## config.mk

```make
export PLATFORM = sky130hd
export DESIGN_NAME = mem_rf_flat
export DESIGN_NICKNAME = d
export VERILOG_FILES = /design/src/rtl/mem_rf_if.sv /design/src/rtl/mem_rf.sv /design/src/flat_wrapper.sv
export SDC_FILE = /design/constraint.sdc
export NUM_CORES = 1
export LEC_CHECK = 0
export ABC_CLOCK_PERIOD_IN_PS = 2180
export CORE_MARGIN = 4
export CORE_UTILIZATION = 50
export DETAILED_ROUTE_END_ITERATION = 7
export DONT_BUFFER_PORTS = 1
export HOLD_SLACK_MARGIN = 0.03
export PLACE_DENSITY = 0.66
export SYNTH_ARGS = -nofsm -noshare
export SYNTH_HDL_FRONTEND = slang
export SYNTH_SLANG_ARGS = --single-unit
```

## constraint.sdc

```tcl
create_clock -name clk -period 2.18 [get_ports clk]
set_input_delay 0.436 -clock clk [delete_from_list [all_inputs] [get_ports clk]]
set_output_delay 0.436 -clock clk [all_outputs]
set_load 0.02 [all_outputs]
```

## src/rtl/mem_rf_if.sv

```systemverilog
// Bus bundle for mem_rf: one masked write port, NRD read ports, and the clear-sweep status.
// The master drives the write and read requests; the slave returns registered read data and busy.
interface mem_rf_if #(
    parameter int WIDTH = 8,
    parameter int DEPTH = 4,
    parameter int NRD   = 2
);
    localparam int AW = $clog2(DEPTH);

    logic                 we;
    logic [AW-1:0]        wa;
    logic [WIDTH-1:0]     wd;
    logic [WIDTH-1:0]     wm;
    logic [NRD-1:0]       re;
    logic [NRD*AW-1:0]    ra;
    logic [NRD*WIDTH-1:0] rd;
    logic                 busy;

    modport master (output we, wa, wd, wm, re, ra, input rd, busy);
    modport slave  (input we, wa, wd, wm, re, ra, output rd, busy);
endinterface

```

## src/rtl/mem_rf.sv

```systemverilog
// Register file with one masked write port, NRD registered read ports and a post-reset clear sweep.
// BYPASS selects whether a same-edge read of the write address sees the new or the old word.
module mem_rf #(
    parameter int WIDTH  = 8,
    parameter int DEPTH  = 4,
    parameter int NRD    = 2,
    parameter int BYPASS = 1
) (
    input  logic     clk,
    input  logic     rst,
    mem_rf_if.slave  bus
);
    localparam int AW = $clog2(DEPTH);

    typedef enum logic {CLEAR, READY} state_t;

    state_t           state_q, state_d;
    logic [AW-1:0]    cnt_q, cnt_d;
    logic [WIDTH-1:0] mem [DEPTH];
    logic [WIDTH-1:0] rd_p1 [NRD];
    logic [WIDTH-1:0] merged;
    logic             arr_we;
    logic [AW-1:0]    arr_wa;
    logic [WIDTH-1:0] arr_wd;

    // Word that a masked write would leave in the addressed entry.
    assign merged = (mem[bus.wa] & ~bus.wm) | (bus.wd & bus.wm);

    always_ff @(posedge clk or posedge rst) begin
        if (rst) begin
            state_q <= CLEAR;
            cnt_q   <= '0;
        end else begin
            state_q <= state_d;
            cnt_q   <= cnt_d;
        end
    end

    always_comb begin
        state_d = state_q;
        cnt_d   = cnt_q;
        arr_we  = 1'b0;
        arr_wa  = bus.wa;
        arr_wd  = merged;
        case (state_q)
            CLEAR: begin
                // The sweep owns the write port; external writes are dropped.
                arr_we = 1'b1;
                arr_wa = cnt_q;
                arr_wd = '0;
                cnt_d  = cnt_q + AW'(1);
                if (cnt_q == AW'(DEPTH - 1))
                    state_d = READY;
            end
            READY:   arr_we = bus.we;
            default: state_d = CLEAR;
        endcase
    end

    always_ff @(posedge clk) begin
        if (arr_we)
            mem[arr_wa] <= arr_wd;
    end

    // Stage p1: registered read ports.
    always_ff @(posedge clk or posedge rst) begin
        if (rst) begin
            for (int i = 0; i < NRD; i++)
                rd_p1[i] <= '0;
        end else begin
            for (int i = 0; i < NRD; i++) begin
                if (bus.re[i]) begin
                    if (state_q == CLEAR)
                        rd_p1[i] <= '0;
                    else if ((BYPASS != 0) && bus.we && (bus.ra[i*AW +: AW] == bus.wa))
                        rd_p1[i] <= merged;
                    else
                        rd_p1[i] <= mem[bus.ra[i*AW +: AW]];
                end
            end
        end
    end

    always_comb begin
        bus.rd = '0;
        for (int i = 0; i < NRD; i++)
            bus.rd[i*WIDTH +: WIDTH] = rd_p1[i];
    end

    assign bus.busy = (state_q == CLEAR);
endmodule

```

## src/flat_wrapper.sv

```systemverilog
// flat-port wrapper written by rule: the top's interface ports become plain ports
module mem_rf_flat 
#(
    parameter int WIDTH  = 8,
    parameter int DEPTH  = 4,
    parameter int NRD    = 2,
    parameter int BYPASS = 1
)
  (clk, rst, bus_we, bus_wa, bus_wd, bus_wm, bus_re, bus_ra, bus_rd, bus_busy);
  mem_rf_if #(.WIDTH(WIDTH), .DEPTH(DEPTH), .NRD(NRD)) bus_i ();
  input  logic clk;
  input  logic rst;
  input wire logic [$bits(bus_i.we)-1:0] bus_we;
  input wire logic [$bits(bus_i.wa)-1:0] bus_wa;
  input wire logic [$bits(bus_i.wd)-1:0] bus_wd;
  input wire logic [$bits(bus_i.wm)-1:0] bus_wm;
  input wire logic [$bits(bus_i.re)-1:0] bus_re;
  input wire logic [$bits(bus_i.ra)-1:0] bus_ra;
  output wire logic [$bits(bus_i.rd)-1:0] bus_rd;
  output wire logic [$bits(bus_i.busy)-1:0] bus_busy;
  assign bus_i.we = bus_we;
  assign bus_i.wa = bus_wa;
  assign bus_i.wd = bus_wd;
  assign bus_i.wm = bus_wm;
  assign bus_i.re = bus_re;
  assign bus_i.ra = bus_ra;
  assign bus_rd = bus_i.rd;
  assign bus_busy = bus_i.busy;
  mem_rf #(.WIDTH(WIDTH), .DEPTH(DEPTH), .NRD(NRD), .BYPASS(BYPASS)) u_core (.clk(clk), .rst(rst), .bus(bus_i));
endmodule
```

== Yosys cells after proc, flatten, opt, wreduce, memory -nomap -nowiden ==
Memory sizes are Yosys's and may differ from the RTL's.
Cells that the tools add are included.
Word-level totals
  output and inout bits: 17
  word-level logic and storage cells: 27
  bits of input ports: 27
  register bits after elaboration: 19
  bits in writable memories: 32
  memories: 1
Operators by class
  bitwise operators: 5
  reductions and logical operators: 2
  add/subtract/negate cells: 1
  multiplexer cells: 11
  equal/unequal tests: 3
Memories
  u_core.mem: depth 4, bits a word 8, rd ports 3, clocked after Yosys merged registers in 0, wr ports 1, RTL line mem_rf.sv:19  | logic [WIDTH-1:0] mem [DEPTH];
Operators with widths (number)
  8-bit 2-to-1 mux: 5
  8-bit bitwise AND: 2
  8-bit NOT: 1
  8-bit OR: 1
  2-bit equality test: 2
  1-bit 2-to-1 mux: 4
  2-bit by 1-bit adder with 2-bit output, second input constant: 1
  2-bit equality test, second input constant: 1
  1-bit logical AND: 2
  2-bit 2-to-1 mux: 1
  1-bit case mux with 2 select lines: 1
  1-bit NOT: 1

== Longest topological paths before layout ==
  depth after elaboration: 5
  depth in mapped cells: 6
  mapped depth without buffers: 4

== Least setup slack after synthesis ==
OpenSTA, ideal clock, no wires.
  kind: reg-to-reg
  start point: reg u_core.state_q
  end point: mem u_core.mem[0][0], enable pin
  buffers on the path: 1
  setup slack: 421 ps
  cell stages (with the launch flop): 3
  required time: 1792 ps
  clock period less this slack: 1759 ps
  library setup time: 388 ps
  arrival: 1371 ps
  path through: dfrtp_1 clkbuf_1 o32ai_1
On the way
  longest elaborated chain between the ends: 4
  elaborated cells between the ends (all ways): 5
  classes of those cells: mux (4); bitwise (1)
Ends and longest elaborated chain
  start, declared: RTL line mem_rf.sv:17  | state_t state_q, state_d;
  start signal, assigned: RTL line mem_rf.sv:34  | state_q <= state_d;
  1-bit NOT
  1-bit case mux with 2 select lines: RTL line mem_rf.sv:45  | case (state_q)
  1-bit 2-to-1 mux: RTL line mem_rf.sv:61  | if (arr_we)
  1-bit 2-to-1 mux (not written as such): RTL line mem_rf.sv:62  | mem[arr_wa] <= arr_wd;
  end, declared: RTL line mem_rf.sv:19
Several ways; a longest one is shown, not always the timed one.

== Worst setup path in the final report ==
  start point: reg u_core.state_q
  end point: mem u_core.mem[0][4], enable pin
The elaborated chain is that of the path after synthesis.

==> flow_metrics.py <==
metrics = {
    "global_routing": {
        "overflow": 0,
        "grtUsageMet3_pct": 6.052,
        "grt_max_degree": 21,
        "antenna_found_initial": 0,
        "grt_pass1_vias": 2046,
        "grt_use_met1_pct": 24.30,
        "grt_pass1_wl_mm": 10.90,
        "top_usage_layer": "met2",
        "grt_use_met2_pct": 35.93,
        "track_usage_pct": 20.51,
    },
    "route": {
        "firstDrtPassIters": 5,
        "vias": 1898,
        "drtIter0Drc": 154,
        "postRouteWirelength_mm": 6.911,
        "ant_nets": 0,
        "route.detailed.wl_per_inst_um": 23.04,
        "vias_per_cell": 6.327,
        "post-route-drc-count": 0,
    },
    "clock_tree": {
        "clk_path_buf_depth": 2,
        "root_buffer": "clkbuf_8",
        "hold_buffers": 0,
        "cts_tree": "built",
        "h-tree-depth": 2,
        "clock_latency_ns": 0.32,
        "post_cts_buffers": 0,
        "numClockSinks": 51,
        "path_clk_slew_ns": 0.10,
        "numCtsBuffers": 5,
        "ctsResizeCount": 0,
    },
    "synthesis": {
        "synth-compound-area-share_pct": 11.00,
        "syn-cell-area_um2": 2820,
        "syn_inst": 226,
        "synth.avg_cell_area_um2": 12.48,
        "synth_top_family_by_area": "multiplexers",
        "synthMuxAreaShare_pct": 18.86,
        "ys_warn_count": 0,
        "synth_xor_xnor_area_share_pct": 1.553,
        "syn_nets": 254,
        "synthDistinctLibCells": 27,
        "ys_seq_area_share_pct": 50.93,
        "yosys.area_share.simple_pct": 13.71,
        "synth_seq_cells": 51,
        "synth-adder-area-share_pct": 0.4437,
    },
    "floorplan": {
        "die_h_um": 83.10,
        "dieWidth_um": 83.10,
        "row_count": 27,
        "dieArea_um2": 6906,
        "core_um2": 5473,
        "io_pins": 44,
        "start_util_pct": 51.53,
    },
    "timing": {
        "drv_slew": 0,
        "worst_clock_skew_ns": 0.01132,
        "worst_pin_slew_ns": 0.7564,
        "period_share_pct": 70.33,
        "rsz0062_at_grt": "false",
        "setup_viol": 0,
        "fin_ws_ns": 0.6469,
        "finalSetupTns_ns": 0,
        "slew_headroom_pct": 49.52,
        "hold_slack_ns": 0.1271,
        "fmax_mhz": 652.3,
        "fin_crit_ns": 1.533,
        "finalHoldViolations": 0,
    },
    "worst_hold_path": {
        "min_path_type": "in2async",
    },
    "cells_and_area": {
        "area_delta_synth_final_pct": 5.767,
        "final_cells": 300,
        "final_util_pct": 54.50,
        "nets": 255,
        "fill_cells": 487,
        "antenna-diode-count": 0,
        "drive_above_1_share_pct": 17.98,
    },
    "worst_setup_path": {
        "crit_required_ns": 2.21,
        "critPathCaptureType": "flop",
        "critPathArrivalTime_ns": 1.57,
        "ff2ff_path_depth": 3,
        "crit_path_max_fanout": 14,
        "cp_top_family": "compound AO/OA/AOI/OAI gates",
        "r2r_setup_slack_ns": 0.65,
        "critPathBufInv": 2,
        "cp_cell_sequence": "buf_4 -> o32ai_1 -> buf_4",
        "path_common_cell": "buf_4",
        "crit_path_start_kind": "flop",
        "startpoint": "u_core.state_q",
        "timing.rr.start": "u_core.state_q",
        "r2r-end": "u_core.mem[0][4]",
        "cpPeakStageDelay_ns": 0.43,
        "crit_slowest_cell": "o32ai_1",
        "critPathKind": "reg2reg",
    },
    "placed_design": {
        "port_buffers": 0,
        "place_ws_ns": 0.6637,
        "placed_cells_incl_taps": 292,
        "place.gp.congestion": 0.7946,
        "hpwlAfterDp_mm": 4.713,
    },
    "status": {
        "status": "complete, no violations",
    },
    "power_and_ir_drop": {
        "leakage_uw": 0.001086,
        "ir_drop_mv": 0.4682,
        "p_per_area_nw_per_um2": 693.6,
    },
    "job": {
        "drv_cap": 0,
    },
}
-- metal layers --
metal,vias up,part of all wire (%)
li1,871,-
met1,951,40
met2,68,52
met3,8,7.0
met4,0,1.2
met5,-,0
-- layout by cell type (no fill, tap or decap), drive strengths merged --
master / Yosys / layout
o32ai: 2 / 2
ha: 1 / 1
buf: 10 / 7
nor2b: 9 / 9
nand3: 16 / 16
inv: 3 / 3
mux2i: 16 / 16
nor2: 8 / 8
mux4: 16 / 16
or2: 1 / 1
a22oi: 8 / 8
and3: 9 / 9
clkinv: 0 / 2
xnor2: 5 / 5
a31oi: 16 / 16
edfxtp: 32 / 32
o22ai: 2 / 2
mux2: 1 / 1
nor3b: 1 / 1
nand2: 21 / 21
dfrtp: 19 / 19
nand3b: 2 / 2
o21ai: 16 / 16
nand2b: 9 / 9
clkbuf: 3 / 6
-- report_power, final --
| group | switching [uW] | internal (uW) | leakage, uW |
|---|---|---|---|
| Clock | 342 | 296 | 0.0000563 |
| Combinational | 116 | 121 | 0.000524 |
| Sequential | 93.8 | 1100 | 0.000506 |
-- state kept, by name, indices dropped and copies added, names as in the netlist --
signal          count
u_core.state_q      1
u_core.mem         32
u_core.bus.rd      16
u_core.cnt_q        2
-- per-stage QoR --
| stage | cell area (um^2) | total power [uW] |
|---|---|---|
| final | 2983 | 2069 |
| after global routing | 2983 | 2148 |
| after CTS | 2983 | 2070 |
| after detailed placement | 2875 | 1453 |
| after global placement | 2875 | 1445 |
| after floorplan | 2820 | 1425 |
-- area by class of cell --
class                           instances  area [um^2]  share of cell area, %
Clock buffer                            6        93.84                  3.146
Clock inverter                          2        13.76                 0.4614
Inverter                                3        11.26                 0.3775
Multi-Input combinational cell        159         1285                  43.08
Sequential cell                        51         1436                  48.15
Tap cell                               72        90.09                  3.020
Timing Repair Buffer                    7        52.55                  1.762
-- cell families (layout without fill, tap and decap cells) --
logic type	count (synthesis)	after routing
mux	33	33
xor+xnor	5	5
simple gates	76	76
flops	51	51
compound gates	44	44
fa+ha+maj	1	1
buf+inv	16	18
-- cell usage after synthesis, drive strengths merged --
cell type,instances,area (um^2)
nand3,16,80.08
a31oi,16,100.1
mux4,16,360.4
nand2b,9,56.30
mux2i,16,160.2
mux2,1,11.26
xnor2,5,43.79
buf,10,76.32
nand2,21,78.83
nand3b,2,15.01
clkbuf,3,11.26
dfrtp,19,475.5
o22ai,2,12.51
nor2b,9,56.30
ha,1,12.51
o32ai,2,17.52
inv,3,11.26
edfxtp,32,960.9
and3,9,56.30
a22oi,8,100.1
nor3b,1,7.510
or2,1,6.260
o21ai,16,80.08
nor2,8,30.03
-- worst max-delay path by stage --
stage / to / slack [ns] / cells after the start
3_5_place_dp: u_core.mem[0][0] / 0.66 / 3
5_1_grt: u_core.mem[0][3] / 0.55 / 3
3_3_place_gp: u_core.mem[0][0] / 0.65 / 3
2_1_floorplan: u_core.mem[0][0] / 0.42 / 2
6_report: u_core.mem[0][4] / 0.65 / 3
4_1_cts: u_core.mem[0][0] / 0.64 / 3
-- worst register-to-register path: cells and delay by family, from the launching register on --
family	cells	cell delay [ns]
AOI/OAI and AO/OA	1	0.44
buffers and inverters	2	0.42
DFF	1	0.39
Power figures use the tool's default switching activity.
